[src/rtl/psm_vreg_responder.sv]
// psm_vreg_responder: turns the PSM's vreq/vlevel request into a slewed VID code and returns vack
// once the regulator output has settled and the PMIC reports power-good.
module psm_vreg_responder #(
  parameter int VID_W = 8,
  parameter int VID_L0 = 40,
  parameter int VID_L1 = 60,
  parameter int VID_L2 = 80,
  parameter int VID_L3 = 100,
  parameter int VID_L4 = 120,
  parameter int STEP_VID = 4,
  parameter int SLEW_US = 1,
  parameter int SETTLE_US = 3,
  parameter int PGOOD_TIMEOUT_US = 20
) (
  input  logic             clk,
  input  logic             rst_n,
  input  logic             tick_us_i,
  input  logic             vreq_i,
  input  logic [2:0]       vlevel_i,
  output logic             vack_o,
  output logic [VID_W-1:0] vcode_o,
  output logic             vcode_upd_o,
  input  logic             pgood_i,
  output logic             busy_o,
  output logic             err_o,
  input  logic             clr_err_i,
  output logic [2:0]       cur_level_o
);
  localparam int DW = VID_W + 1;
  localparam int SW = $clog2(SLEW_US + 1);
  localparam int CW = $clog2(SETTLE_US + PGOOD_TIMEOUT_US + 1);
  typedef enum logic [2:0] {IDLE, RAMP, SETTLE, ACK, ERR} state_t;
  state_t state;
  logic [2:0] lvl;
  logic [VID_W-1:0] tgt, step, next_code;
  logic [DW-1:0] diff;
  logic up, at_tgt, lvl_chg, slew_due;
  logic [SW-1:0] slew_cnt;
  logic [CW-1:0] settle_cnt, settle_nxt;
  always_comb begin
    lvl = (vlevel_i > 3'd4) ? 3'd4 : vlevel_i;
    tgt = (lvl == 3'd0) ? VID_W'(VID_L0) :
          (lvl == 3'd1) ? VID_W'(VID_L1) :
          (lvl == 3'd2) ? VID_W'(VID_L2) :
          (lvl == 3'd3) ? VID_W'(VID_L3) : VID_W'(VID_L4);
    up = tgt > vcode_o;
    diff = up ? {1'b0, tgt} - {1'b0, vcode_o} : {1'b0, vcode_o} - {1'b0, tgt};
    // the step is clipped to the remaining distance, so the code can never overshoot or wrap
    step = (diff > DW'(STEP_VID)) ? VID_W'(STEP_VID) : diff[VID_W-1:0];
    next_code = up ? vcode_o + step : vcode_o - step;
    at_tgt = tgt == vcode_o;
    lvl_chg = lvl != cur_level_o;
    slew_due = tick_us_i && (slew_cnt == SW'(SLEW_US - 1));
    settle_nxt = settle_cnt + CW'(tick_us_i);
  end
  assign busy_o = (state == RAMP) || (state == SETTLE);
  assign vack_o = (state == ACK) && vreq_i && at_tgt && pgood_i;
  always_ff @(posedge clk or negedge rst_n) begin
    if (!rst_n) begin
      state <= IDLE;
      vcode_o <= VID_W'(VID_L0);
      vcode_upd_o <= 1'b0;
      err_o <= 1'b0;
      cur_level_o <= 3'd0;
      slew_cnt <= '0;
      settle_cnt <= '0;
    end else begin
      vcode_upd_o <= 1'b0;
      case (state)
        IDLE: if (vreq_i) begin
          cur_level_o <= lvl;
          slew_cnt <= '0;
          settle_cnt <= '0;
          state <= at_tgt ? SETTLE : RAMP;
        end
        RAMP: if (!vreq_i) state <= IDLE;
        else begin
          cur_level_o <= lvl;
          settle_cnt <= '0;
          if (at_tgt) state <= SETTLE;
          else if (tick_us_i) begin
            slew_cnt <= slew_due ? '0 : slew_cnt + 1'b1;
            if (slew_due) begin
              vcode_o <= next_code;
              vcode_upd_o <= 1'b1;
              if (next_code == tgt) state <= SETTLE;
            end
          end
        end
        SETTLE: if (!vreq_i) state <= IDLE;
        else if (lvl_chg) begin
          cur_level_o <= lvl;
          settle_cnt <= '0;
          state <= at_tgt ? SETTLE : RAMP;
        end else if (settle_nxt >= CW'(SETTLE_US) && pgood_i) state <= ACK;
        else if (tick_us_i && settle_nxt >= CW'(SETTLE_US + PGOOD_TIMEOUT_US)) begin
          state <= ERR;
          err_o <= 1'b1;
        end else settle_cnt <= settle_nxt;
        ACK: if (!vreq_i) state <= IDLE;
        else if (lvl_chg) begin
          cur_level_o <= lvl;
          settle_cnt <= '0;
          state <= at_tgt ? SETTLE : RAMP;
        end else if (!pgood_i) begin
          // power-good loss skips the settle wait and only opens the timeout window
          state <= SETTLE;
          settle_cnt <= CW'(SETTLE_US);
        end
        ERR: if (clr_err_i) begin
          err_o <= 1'b0;
          state <= IDLE;
        end
        default: state <= IDLE;
      endcase
    end
  end
endmodule

[config.mk]
export PLATFORM = sky130hd
export DESIGN_NAME = psm_vreg_responder
export DESIGN_NICKNAME = d
export VERILOG_FILES = /design/src/rtl/psm_vreg_responder.sv
export SDC_FILE = /design/constraint.sdc
export NUM_CORES = 1
export LEC_CHECK = 0
export ABC_AREA = 0
export BUFFER_PORTS_ARGS = -buffer_cell sky130_fd_sc_hd__buf_4
export CAP_MARGIN = 5
export CELL_PAD_IN_SITES_DETAIL_PLACEMENT = 1
export CELL_PAD_IN_SITES_GLOBAL_PLACEMENT = 2
export CORE_MARGIN = 1
export CORE_UTILIZATION = 39
export DETAILED_ROUTE_END_ITERATION = 16
export PLACE_DENSITY_LB_ADDON = 0.1
export REMOVE_ABC_BUFFERS = 1
export SLEW_MARGIN = 20
export SYNTH_ARGS = -nofsm -noshare
export SYNTH_HDL_FRONTEND = slang
export SYNTH_SLANG_ARGS = --single-unit
[constraint.sdc]
create_clock -name clk -period 8.1 [get_ports clk]
set_input_delay 1.62 -clock clk [delete_from_list [all_inputs] [get_ports clk]]
set_output_delay 1.62 -clock clk [all_outputs]
set_load 0.02 [all_outputs]
# After elaboration in Yosys (flattened, before gate mapping)
# Cells that the tools add are included.
# word_totals
word_cells	126
regBits	22
out_inout_bits	15
memories	0
latch_bits	0
mem_bits_rw	0
romBits	0
input_bits	9
# classes
add_sub_neg	6
n_lt_le_gt_ge	5
n_mux	54
n_reduce_logical	21
shift	0
div_mod_pow	0
bitwise_logic	2
n_mul	0
n_eq_ne	31
# op_table
op	n
two-way mux 3 bit	18
two-way mux 5 bit	9
inequality test 2 bit (second input constant)	9
two-way mux 8 bit	2
two-way mux 1 bit	15
one-hot mux 3 bit (5 select lines)	1
one-hot mux 5 bit (3 select lines)	1
two-way mux 7 bit	2
AND reduction 7 bit	2
equality test 3 x 2 -> 1 bit (second input constant)	4
inequality test 4 bit (second input constant)	3
AND reduction 5 bit	2
greater-than comparator 9 x 3 -> 1 bit (second input constant)	1
two-way mux 9 bit	1
inequality test 3 bit (second input constant)	3
subtractor 7 x 8 -> 9 bit	1
subtractor 8 x 7 -> 9 bit	1
adder 8 bit	1
equality test 7 x 8 -> 1 bit	1
equality test 8 x 7 -> 1 bit	1
greater-than comparator 7 x 8 -> 1 bit	1
inequality test 2 x 1 -> 1 bit (second input constant)	4
subtractor 8 bit	1
equality test 3 x 1 -> 1 bit (second input constant)	2
22 further kinds	33

# Depth between registers and ports, before layout
# depth
depth_word	20
depth_mapped	25
mapped_depth_nobuf	23

# Worst setup path after synthesis
# OpenSTA, ideal clock, no wires.
# synth_timing
kind	input to register
from	in vlevel_i[2]
to	reg state[0]
arrival_ns	6.321
required_time_ns	7.975
stages	25
setup_ns	0.125
n_path_buf	2
path_slack_ns	1.654
path_cell_list	nand2b_1 > inv_1 > nand2b_1 > ha_1 > buf_4 > nand4_2 > or3_4 > and3_1 > or2_1 > buf_2 > a2bb2oi_2 > nor2_1 > nand2_1 > ha_1 > inv_1 > o41ai_1 > ha_1 > nor3_1 > a211oi_1 > xnor2_1 > xor2_1 > a2bb2o_1 > and4b_1 > a31oi_4 > mux2_4
# synth_between
elab_chain_len	16
elab_cells_between_ends	37
cone_classes	4 x add/sub; 3 x order compare; 11 x eq/ne; 17 x mux; 2 x reduce/logical
# synth_lines
element	line_no	text
from (decl)	19	input logic [2:0] vlevel_i,
greater-than comparator 3 bit	41	lvl = (vlevel_i > 3'd4) ? 3'd4 : vlevel_i;
two-way mux 3 bit (*)	41	
equality test 3 x 2 -> 1 bit	45	(lvl == 3'd3) ? VID_W'(VID_L3) : VID_W'(VID_L4);
two-way mux 5 bit	45	
two-way mux 6 bit	44	(lvl == 3'd2) ? VID_W'(VID_L2) :
two-way mux 7 bit	43	(lvl == 3'd1) ? VID_W'(VID_L1) :
two-way mux 7 bit	42	tgt = (lvl == 3'd0) ? VID_W'(VID_L0) :
subtractor 8 x 7 -> 9 bit, or another cell as far along	47	diff = up ? {1'b0, tgt} - {1'b0, vcode_o} : {1'b0, vcode_o} - {1'b0, tgt};
two-way mux 9 bit	47	
greater-than comparator 9 x 3 -> 1 bit	49	step = (diff > DW'(STEP_VID)) ? VID_W'(STEP_VID) : diff[VID_W-1:0];
two-way mux 8 bit	49	
subtractor 8 bit / adder 8 bit (equally long branches)	50	next_code = up ? vcode_o + step : vcode_o - step;
two-way mux 8 bit	50	
equality test 8 x 7 -> 1 bit	86	if (next_code == tgt) state <= SETTLE;
inequality test 4 x 3 -> 1 bit (no source line)	--	
AND reduction 7 bit (no source line)	--	
to (signal assigned)	74	state <= at_tgt ? SETTLE : RAMP;
to (signal assigned)	94	state <= at_tgt ? SETTLE : RAMP;
to (signal assigned)	104	state <= at_tgt ? SETTLE : RAMP;
to (decl)	33	state_t state;
# Every way passes the cells marked *; elsewhere a longest branch is shown, timed or not. The select of a mux whose other input is x is not followed.
# A chain may end at the register's enable or synchronous reset.

# Final worst setup path
# Ends and elaborated chain as after synthesis.

==> out/results.txt <==
Hold Path Depth -> 2
number of synthesized register bits -> 22
Residual DRC -> 0
CTS-repair resized insts -> 0
most common cell after layout, fill and taps aside -> nor2_1
fillers -> 744
setup ws final -> 1.03 ns
DP HPWL -> 5.47 mm
Pwr Density -> 420 nW/um2
fin crit share -> 0.873
internal reg-to-reg setup slack -> 2.32 ns
final antenna-violating net count -> 0
fin cells -> 387
Reg power frac -> 0.179
via density per instance -> 5.68
drt first-iter violations -> 80
Sw Ratio -> 0.509
leading area contributor after synthesis -> dfrtp_1
final WL -> 6.70 mm
WHS -> 0.497 ns
Synth Instances -> 293
commonest non-fill, non-tap cells in the layout -> nor2_1, buf_4, inv_1, nand2_1, ha_1
root buffer cell -> clkbuf_8
CORE AREA -> 6030 um2
fin crit period -> 7.07 ns
NetSw -> 595 uW
Req. time, crit path -> 8.26 ns
crit start category -> input pin
number of synthesized flops with an enable pin -> 0
die height -> 81.8 um
ratio of cells with drive above 1 in the final layout -> 0.183
Clock Sinks -> 22
pre-CTS setup slack -> 0.708 ns
clock buffer depth -> 2
setup violators final -> 0
multi-input logic area -> 1800 um2
worst setup skew after layout -> 0.0117 ns
Rows -> 28
Int Power -> 574 uW
Syn. warnings -> 0
Reg area -> 553 um2
worst r2r src -> vcode_o[5]
hold wc startpoint -> settle_cnt[0]
Hold EP -> settle_cnt[0]
vias post-DR -> 2,200
maxcap violations -> 0
Area Overhead vs Synth -> 12.2%
gr usage total -> 0.212
status -> completed
Worst-path clk slew -> 0.09 ns
Initial DRT Pass Iterations -> 4
initial antenna violation count -> 0
Avg WL per Cell -> 17.3 um
Arr. time, crit path -> 7.23 ns
fin. max-slew vios -> 0
post-synth top area share -> 0.202
placed insts -> 383
Setup Crit Path Kind -> in2reg
Logic pwr share -> 0.733
first-pass GRT wire length -> 10.8 mm
Initial Util -> 0.412
Post-Synthesis Cell Area -> 2480 um2
Max VDD drop -> 185 uV
vias in the first global route -> 2,081
crit path max fanout -> 10
port bufs -> 23
clock share of power -> 0.088
Yosys cell types -> 66
ys flop type -> dfrtp_1
Die Width -> 81.8 um
Die ar. -> 6690 um2
setup TNS -> 0 ns
Setup Fix Bufs, Post-CTS -> 0
leakage -> 0.00127 uW
HP Class -> reg2reg
TritonCTS Buffers -> 3
top cells by area, synth -> dfrtp_1, ha_1, xnor2_1
worst rel slew slack -> 0.593
Post-synth ARST share -> 1.00
cells on worst reg2reg path -> 21
pin count of the biggest net entering global routing -> 23
RSZ-0062 raised after global routing -> false
Fin. Hold Viols -> 0
RePlAce Congestion -> 0.800
Fmax -> 141 MHz
NumNets Final -> 346
# IOs -> 24
number of diodes -> 0
Overflow after GRT -> 0
H-tree levels -> 1
syn_area_per_cell -> 8.47 um2
end-of-flow core utilization -> 0.462
sequential cell area fraction in the yosys report -> 0.223
RR Endpoint -> state[0]
Worst-Skew Late Latency -> 0.27 ns
Worst setup EP type -> flip-flop
Slew @ Worst Pin -> 0.608 ns
CTS tree -> built
CTS hold repair buffers -> 0
power by group through the flow:
stage	logic, uW	registers, uW	clock network, uW
CTS	857	211	106
global route	940	216	111
detailed placement	850	214	0
floorplan	621	216	0
global placement	845	212	0
finish	856	209	103
per-layer routing:
layer  wire length, um  track usage  vias up
li1                  -            -     1091
met1              3640        0.328     1075
met2              2880        0.319       32
met3               159       0.0267        2
met4                23       0.0228        0
met5                 0            0        -
critical path, stage by stage:
cell and delay, ns:
buf_4 0.14, nand2b_1 0.19, inv_1 0.18, nand2b_1 0.11, ha_1 0.53, nand4_2 0.20, or3_4 0.44, and3_1 0.20
or2_1 0.33, a2bb2oi_2 0.31, nor2_1 0.13, nand2_1 0.09, ha_1 0.17, inv_1 0.05, o41ai_1 0.39, ha_1 0.28
nor3_1 0.07, a211oi_1 0.35, xnor2_1 0.21, xor2_1 0.17, a2bb2o_1 0.33, and4b_1 0.22, a31oi_4 0.22, mux2_4 0.32
worst max path at each step:
stage	start	end	slack (ns)	cells past startpoint
6_report	vlevel_i[2]	state[0]	1.03	24
5_1_grt	vlevel_i[2]	state[0]	0.67	24
4_1_cts	vlevel_i[2]	state[0]	0.97	24
3_5_place_dp	vlevel_i[2]	state[0]	0.71	24
3_3_place_gp	vlevel_i[2]	state[0]	0.71	24
2_1_floorplan	vlevel_i[2]	state[0]	1.61	23
metrics by stage:
step / area [um2] / power [uW]
2_1_floorplan: 2440 / 837
3_3_place_gp: 2710 / 1060
3_5_place_dp: 2710 / 1060
4_1_cts: 2790 / 1170
5_1_grt: 2790 / 1270
6_report: 2790 / 1170
sequential cells by signal (all words and copies together), names as in the netlist:
name         count
cur_level_o      3
state            3
vcode_upd_o      1
slew_cnt         1
err_o            1
settle_cnt       5
vcode_o          8
area by class of cell:
type,count,area share
inverter,22,0.0296
timing repair buffer,24,0.0647
tap,75,0.0337
clock buffer,3,0.0148
multi-input combinational,240,0.648
clock inverter,1,0.0108
sequential,22,0.199
cells in the mapped netlist (5+ instances only):
library cell and instances:
inv_1 22, o21ai_0 12, nor3_1 7, nand2_1 22, ha_1 22, xor2_1 8
a21oi_1 21, a31oi_1 5, nor2b_1 6, dfrtp_1 20, nor2_1 30, nand2b_1 7
xnor2_1 14, mux2_2 6, nand3_1 5
cells by family (layout without fill, tap and decap cells):
kind of cell    after synthesis  count (layout)  share of synthesized area
compound gates               80              80                      0.235
other cells                   1               1                    0.00151
buf+inv                      31              50                     0.0504
flops                        22              22                      0.223
xor+xnor                     25              25                      0.104
simple gates                100             100                      0.213
fa+ha+maj                    24              24                      0.127
mux                          10              10                     0.0454
No activity file was read; power rests on OpenSTA's default activity.
